==> src/rtl/ppt_gate_driver_pkg.sv <==
// Shared definitions for the PPT gate driver: state encodings and default sizing.
// The fault path is compiled in only when PPT_GATE_FAULT_EN is defined.
package ppt_gate_driver_pkg;

  typedef enum logic [2:0] {
    ST_OFF     = 3'd0,
    ST_LO      = 3'd1,
    ST_DT_RISE = 3'd2,
    ST_HI      = 3'd3,
    ST_DT_FALL = 3'd4,
    ST_FAULT   = 3'd5
  } state_t;

  localparam int DEF_DT_W   = 6;
  localparam int DEF_MIN_ON = 2;
  localparam int DEF_CNT_W  = 8;

endpackage

==> src/rtl/ppt_gate_driver_if.sv <==
// Control and status bundle between the pulse generator side and the gate driver.
interface ppt_gate_driver_if
  import ppt_gate_driver_pkg::*;
#(
    parameter int DT_W  = DEF_DT_W,
    parameter int CNT_W = DEF_CNT_W
);
    logic             en;
    logic             pulse_in;
    logic [DT_W-1:0]  dead_time;
    logic             fault_n;
    logic             fault_clr;
    logic             gate_hi;
    logic             gate_lo;
    logic [CNT_W-1:0] fire_count;
    logic             fault_latched;
    logic             busy;

    modport master (
        output en, pulse_in, dead_time, fault_n, fault_clr,
        input  gate_hi, gate_lo, fire_count, fault_latched, busy
    );

    modport slave (
        input  en, pulse_in, dead_time, fault_n, fault_clr,
        output gate_hi, gate_lo, fire_count, fault_latched, busy
    );
endinterface

==> src/rtl/ppt_gate_driver_sync_2ff.sv <==
// Generic two-flop synchronizer with a parameterised reset value.
// Shared by the fault input and the SCL/SDA conditioning paths.
module sync_2ff #(
    parameter int             W       = 1,
    parameter logic [W-1:0]   RST_VAL = '0
) (
    input  logic         clk,
    input  logic         rstn_int,
    input  logic [W-1:0] d,
    output logic [W-1:0] q
);
    logic [W-1:0] meta;

    // NOTE: flops use non-blocking assignments so meta->q shifts one stage per edge.
    always_ff @(posedge clk or negedge rstn_int) begin
        if (!rstn_int) begin
            meta <= RST_VAL;
            q    <= RST_VAL;
        end else begin
            meta <= d;
            q    <= meta;
        end
    end
endmodule

==> src/rtl/ppt_gate_driver.sv <==
// Complementary non-overlapping gate drive with dead time, minimum on-time and fire counting.
// Define PPT_GATE_FAULT_EN to build the synchronised, latched external fault path.
module ppt_gate_driver
  import ppt_gate_driver_pkg::*;
#(
    parameter int DT_W   = DEF_DT_W,
    parameter int MIN_ON = DEF_MIN_ON,
    parameter int CNT_W  = DEF_CNT_W
) (
    input  logic               clk,
    input  logic               rstn_int,
    ppt_gate_driver_if.slave   bus
);
    localparam int             ON_W    = (MIN_ON > 1) ? $clog2(MIN_ON) : 1;
    localparam logic [ON_W-1:0] ON_LOAD = ON_W'(MIN_ON - 1);

    state_t           state, next_state;
    logic [DT_W-1:0]  dt_cnt, dt_cnt_d, dt_load;
    logic [ON_W-1:0]  on_cnt, on_cnt_d;
    logic             fire_evt;
    logic             gate_hi_q, gate_lo_q, busy_q;
    logic [CNT_W-1:0] fire_q;

`ifdef PPT_GATE_FAULT_EN
    logic fault_s;
    logic fault_q;

    sync_2ff #(.W(1), .RST_VAL(1'b1)) u_fault_sync (
        .clk      (clk),
        .rstn_int (rstn_int),
        .d        (bus.fault_n),
        .q        (fault_s)
    );
`else
    logic unused_fault;
    assign unused_fault = bus.fault_n ^ bus.fault_clr;
`endif

    // Counters hold "cycles remaining minus one", so a zero dead_time still gives one cycle.
    assign dt_load = (bus.dead_time == '0) ? '0 : bus.dead_time - DT_W'(1);

    always_ff @(posedge clk or negedge rstn_int) begin
        if (!rstn_int) begin
            state  <= ST_OFF;
            dt_cnt <= '0;
            on_cnt <= '0;
        end else begin
            state  <= next_state;
            dt_cnt <= dt_cnt_d;
            on_cnt <= on_cnt_d;
        end
    end

    // NOTE: every combinational output is defaulted first so no path can infer a latch.
    always_comb begin
        next_state = state;
        dt_cnt_d   = dt_cnt;
        on_cnt_d   = on_cnt;
        fire_evt   = 1'b0;

        case (state)
            ST_OFF: begin
                if (bus.en && !bus.pulse_in) next_state = ST_LO;
            end
            ST_LO: begin
                if (!bus.en) begin
                    next_state = ST_OFF;
                end else if (bus.pulse_in) begin
                    next_state = ST_DT_RISE;
                    dt_cnt_d   = dt_load;
                end
            end
            ST_DT_RISE: begin
                if (!bus.en) begin
                    next_state = ST_OFF;
                end else if (!bus.pulse_in) begin
                    next_state = ST_LO;
                end else if (dt_cnt == '0) begin
                    next_state = ST_HI;
                    on_cnt_d   = ON_LOAD;
                end else begin
                    dt_cnt_d = dt_cnt - DT_W'(1);
                end
            end
            ST_HI: begin
                if (on_cnt != '0) begin
                    on_cnt_d = on_cnt - ON_W'(1);
                end else if (!bus.pulse_in || !bus.en) begin
                    next_state = ST_DT_FALL;
                    dt_cnt_d   = dt_load;
                    fire_evt   = 1'b1;
                end
            end
            ST_DT_FALL: begin
                if (dt_cnt == '0) begin
                    next_state = bus.en ? ST_LO : ST_OFF;
                end else begin
                    dt_cnt_d = dt_cnt - DT_W'(1);
                end
            end
            ST_FAULT: begin
`ifdef PPT_GATE_FAULT_EN
                if (bus.fault_clr && fault_s && !bus.pulse_in) next_state = ST_OFF;
`else
                next_state = ST_OFF;
`endif
            end
            default: next_state = ST_OFF;
        endcase

`ifdef PPT_GATE_FAULT_EN
        // A present fault overrides everything, including the fire count of an aborted HI.
        if (!fault_s) begin
            next_state = ST_FAULT;
            fire_evt   = 1'b0;
        end
`endif
    end

    // Gate outputs are one-hot decodes of a single state, so they can never overlap.
    always_ff @(posedge clk or negedge rstn_int) begin
        if (!rstn_int) begin
            gate_hi_q <= 1'b0;
            gate_lo_q <= 1'b0;
            busy_q    <= 1'b0;
            fire_q    <= '0;
        end else begin
            gate_hi_q <= (next_state == ST_HI);
            gate_lo_q <= (next_state == ST_LO);
            busy_q    <= (next_state inside {ST_DT_RISE, ST_HI, ST_DT_FALL});
            if (fire_evt && (fire_q != '1)) fire_q <= fire_q + CNT_W'(1);
        end
    end

`ifdef PPT_GATE_FAULT_EN
    always_ff @(posedge clk or negedge rstn_int) begin
        if (!rstn_int) fault_q <= 1'b0;
        else           fault_q <= (next_state == ST_FAULT);
    end
    assign bus.fault_latched = fault_q;
`else
    assign bus.fault_latched = 1'b0;
`endif

    assign bus.gate_hi    = gate_hi_q;
    assign bus.gate_lo    = gate_lo_q;
    assign bus.busy       = busy_q;
    assign bus.fire_count = fire_q;

endmodule

==> src/flat_wrapper.sv <==
// flat-port wrapper written by rule: the top's interface ports become plain ports
module ppt_gate_driver_flat import ppt_gate_driver_pkg::*;
#(
    parameter int DT_W   = DEF_DT_W,
    parameter int MIN_ON = DEF_MIN_ON,
    parameter int CNT_W  = DEF_CNT_W
)
  (clk, rstn_int, bus_en, bus_pulse_in, bus_dead_time, bus_fault_n, bus_fault_clr, bus_gate_hi, bus_gate_lo, bus_fire_count, bus_fault_latched, bus_busy);
  ppt_gate_driver_if #(.DT_W(DT_W), .CNT_W(CNT_W)) bus_i ();
  input  logic clk;
  input  logic rstn_int;
  input wire logic [$bits(bus_i.en)-1:0] bus_en;
  input wire logic [$bits(bus_i.pulse_in)-1:0] bus_pulse_in;
  input wire logic [$bits(bus_i.dead_time)-1:0] bus_dead_time;
  input wire logic [$bits(bus_i.fault_n)-1:0] bus_fault_n;
  input wire logic [$bits(bus_i.fault_clr)-1:0] bus_fault_clr;
  output wire logic [$bits(bus_i.gate_hi)-1:0] bus_gate_hi;
  output wire logic [$bits(bus_i.gate_lo)-1:0] bus_gate_lo;
  output wire logic [$bits(bus_i.fire_count)-1:0] bus_fire_count;
  output wire logic [$bits(bus_i.fault_latched)-1:0] bus_fault_latched;
  output wire logic [$bits(bus_i.busy)-1:0] bus_busy;
  assign bus_i.en = bus_en;
  assign bus_i.pulse_in = bus_pulse_in;
  assign bus_i.dead_time = bus_dead_time;
  assign bus_i.fault_n = bus_fault_n;
  assign bus_i.fault_clr = bus_fault_clr;
  assign bus_gate_hi = bus_i.gate_hi;
  assign bus_gate_lo = bus_i.gate_lo;
  assign bus_fire_count = bus_i.fire_count;
  assign bus_fault_latched = bus_i.fault_latched;
  assign bus_busy = bus_i.busy;
  ppt_gate_driver #(.DT_W(DT_W), .MIN_ON(MIN_ON), .CNT_W(CNT_W)) u_core (.clk(clk), .rstn_int(rstn_int), .bus(bus_i));
endmodule
==> config.mk <==
export PLATFORM = sky130hd
export DESIGN_NAME = ppt_gate_driver_flat
export DESIGN_NICKNAME = d
export VERILOG_FILES = /design/src/rtl/ppt_gate_driver_pkg.sv /design/src/rtl/ppt_gate_driver_if.sv /design/src/rtl/ppt_gate_driver_sync_2ff.sv /design/src/rtl/ppt_gate_driver.sv /design/src/flat_wrapper.sv
export SDC_FILE = /design/constraint.sdc
export NUM_CORES = 1
export LEC_CHECK = 0
export ABC_AREA = 1
export CAP_MARGIN = 20
export CORE_UTILIZATION = 45
export CTS_CLUSTER_DIAMETER = 120
export DETAILED_ROUTE_END_ITERATION = 12
export GPL_ROUTABILITY_DRIVEN = 1
export PLACE_DENSITY = 0.68
export REMOVE_ABC_BUFFERS = 1
export SLEW_MARGIN = 5
export SYNTH_ARGS = -nofsm -noshare
export SYNTH_HDL_FRONTEND = slang
export SYNTH_HIERARCHICAL = 1
export SYNTH_SLANG_ARGS = --single-unit
export TNS_END_PERCENT = 100
==> constraint.sdc <==
create_clock -name clk -period 1.7 [get_ports clk]
set_input_delay 0.34 -clock clk [delete_from_list [all_inputs] [get_ports clk]]
set_output_delay 0.34 -clock clk [all_outputs]
set_load 0.005 [all_outputs]
==> flow_metrics.env <==
export IMPL_ioPinCount=24
export IMPL_ff2ff_setup_slack_ps=220
export IMPL_wire_per_inst_um=9.41
export IMPL_p_per_area_mw_per_mm2=945
export IMPL_ys_seq_area_frac=0.365
export IMPL_design_die_area_mm2=0.00343
export IMPL_r2r_end="u_core/dt_cnt[4]"
export IMPL_cts_hold_buf=0
export IMPL_viasPerCell=4.54
export IMPL_cts_buffer_depth=2
export IMPL_fin_ws_ps=72.5
export IMPL_final_common_cell="nand2_1"
export IMPL_placed_area_mm2=0.00173
export IMPL_finalCriticalPeriod_ps=1630
export IMPL_critPathBufInv=1
export IMPL_setup_viol_count_final=0
export IMPL_grt_pass1_vias=1123
export IMPL_cts_buffers=3
export IMPL_dp_hpwl_um=2000
export IMPL_maxSlewViolCount=0
export IMPL_crit_path_end="bus_fire_count[5]"
export IMPL_critPathLaunchType="register"
export IMPL_fp_dieH_um=58.6
export IMPL_setup_tns_ps=0
export IMPL_die_w_um=58.6
export IMPL_synth_seq_cells=21
export IMPL_cp_depth=1
export IMPL_antenna_found_initial=0
export IMPL_post_place_ws_ps=39.5
export IMPL_hp_class="in -> async"
export IMPL_fin_nets=248
export IMPL_cp_arrival_ps=1290
export IMPL_timing_final_hold_violations=0
export IMPL_rsz0062_at_grt="no"
export IMPL_post_route_drc_count=0
export IMPL_path_clk_slew_ps=120
export IMPL_crit_start="u_core/bus.fire_count[5]"
export IMPL_critical_path_max_stage_delay_ps=530
export IMPL_syn_instance_count=203
export IMPL_synth_warning_count=6
export IMPL_place_gp_congestion=0.833
export IMPL_critical_path_required_ps=1360
export IMPL_worstSetupEndpointType="primary output"
export IMPL_p_leak_uw=0.000959
export IMPL_drt_iter0_drc=81
export IMPL_cts_tree="built"
export IMPL_crit_family="buffers and inverters"
export IMPL_grt_ovfl_total=0
export IMPL_r2r_start="u_core/dt_cnt[0]"
export IMPL_n_antenna_cell=0
export IMPL_peakVddDrop_mv=0.604
export IMPL_post_route_cell_area_mm2=0.00176
export IMPL_grt_max_degree=22
export IMPL_wl_um=2590
export IMPL_reg2reg_depth=10
export IMPL_portBuffers=20
export IMPL_finClkSkew_ps=1.03
export IMPL_layout_common_cells="nand2_1 (86), inv_1 (22), clkdlybuf4s50_1 (20)"
export IMPL_max_clock_freq_mhz=614
export IMPL_track_usage=0.176
export IMPL_postSynthAreaPerCell_um2=7.09
export IMPL_cts_setup_buffers=0
export IMPL_synth_area_mm2=0.00144
export IMPL_maxCapViolCount=0
export IMPL_vias=1248
export IMPL_utilization=0.575
export IMPL_htreeDepth=1
export IMPL_clk_latency_ps=300
export IMPL_core_area_mm2=0.00305
export IMPL_clock_sinks=21
export IMPL_drt_pass1_iter_count=4
export IMPL_postRouteAntennaNets=0
export IMPL_rows=20
export IMPL_crit_slowest_cell="clkdlybuf4s50_1"
export IMPL_crit_chain="clkdlybuf4s50_1"
export IMPL_layout_drive_gt1_share=0.173
export IMPL_area_growth_pct=21.9
export IMPL_crit_type="reg -> out"
export IMPL_status="complete, no violations"
export IMPL_synth_cell_type_count=26
export IMPL_crit_fanout=5
export IMPL_period_share=0.957
export IMPL_initial_core_util=0.472
export IMPL_grt_pass1_wl_um=4640
export IMPL_root_buffer="clkbuf_4"
[cell type report]
cell class                 instances  area [um^2]
clock buffer                       3         22.5
clock inverter                     1         5.00
fill                             316         1300
inverter                          29          109
multi-input combinational        152          798
sequential                        21          528
tap                               44         55.1
timing repair buffer              25          238
[cell families (layout without fill, tap and decap cells)]
| kind of cell | Yosys count | after routing | share of synthesized area |
|---|---|---|---|
| simple gates | 131 | 131 | 0.430 |
| buf+inv | 30 | 58 | 0.0808 |
| flops | 21 | 21 | 0.365 |
| compound gates | 8 | 8 | 0.0382 |
| xor+xnor | 8 | 8 | 0.0486 |
| fa+ha+maj | 4 | 4 | 0.0348 |
| other cells | 1 | 1 | 0.00260 |
[power by group]
| part | leakage [uW] | switching (uW) | internal (uW) |
|---|---|---|---|
| registers | 0.000272 | 93.3 | 611 |
| clock network | 0.0000177 | 152 | 87.8 |
| logic | 0.000669 | 413 | 302 |
| total | 0.000959 | 659 | 1000 |
[flip-flops by register name (all words and copies together), names as in the netlist]
register	count
u_core/bus.fire_count	8
u_core/on_cnt	1
u_core/bus.gate_lo	1
u_core/bus.gate_hi	1
u_core/bus.busy	1
u_core/state	3
u_core/dt_cnt	6
[worst min-delay path by stage]
stage | to | slack [ps] | cells past startpoint
final | u_core/dt_cnt[5] | 360 | 2
after global routing | u_core/bus.fire_count[7] | 360 | 2
after CTS | u_core/bus.fire_count[3] | 350 | 2
after detailed placement | u_core/dt_cnt[0] | 470 | 2
after global placement | u_core/dt_cnt[0] | 460 | 2
after floorplan | u_core/bus.busy | 40 | 0
[what timing repair did]
item / 4_1_cts / 5_1_grt
endpoints found under the setup margin: 0 / 2
resized for setup: 0 / 2
hold endpoints to repair: 0 / 0
[per-stage QoR]
stage               cells  hold slack [ps]  power [uW]
finish                275              359        1660
global route          275              365        1810
CTS                   275              349        1680
detailed placement    271              469        1430
global placement      271              462        1430
floorplan             202             44.4        1220
[metal layers]
metal / share of wire / vias to the layer above / track usage
met5: 0 / - / 0
met4: 0.0070 / 0 / 0.0510
met3: 0.042 / 2 / 0.0396
met2: 0.44 / 20 / 0.292
met1: 0.51 / 559 / 0.232
li1: - / 667 / -
[Yosys cell counts (all sizes together)]
| master | instances | area [um^2] |
|---|---|---|
| xnor2 | 4 | 35.0 |
| xor2 | 4 | 35.0 |
| buf | 1 | 7.51 |
| nand3 | 11 | 82.6 |
| a21oi | 3 | 18.8 |
| dfrtp | 21 | 526 |
| o21ai | 3 | 18.8 |
| inv | 29 | 109 |
| o211ai | 1 | 7.51 |
| conb | 1 | 3.75 |
| nand4 | 3 | 18.8 |
| nand2 | 97 | 422 |
| ha | 4 | 50.1 |
| nor2 | 19 | 91.3 |
| o21ba | 1 | 10.0 |
| nor3 | 1 | 5.00 |
Power figures use the tool's default switching activity.
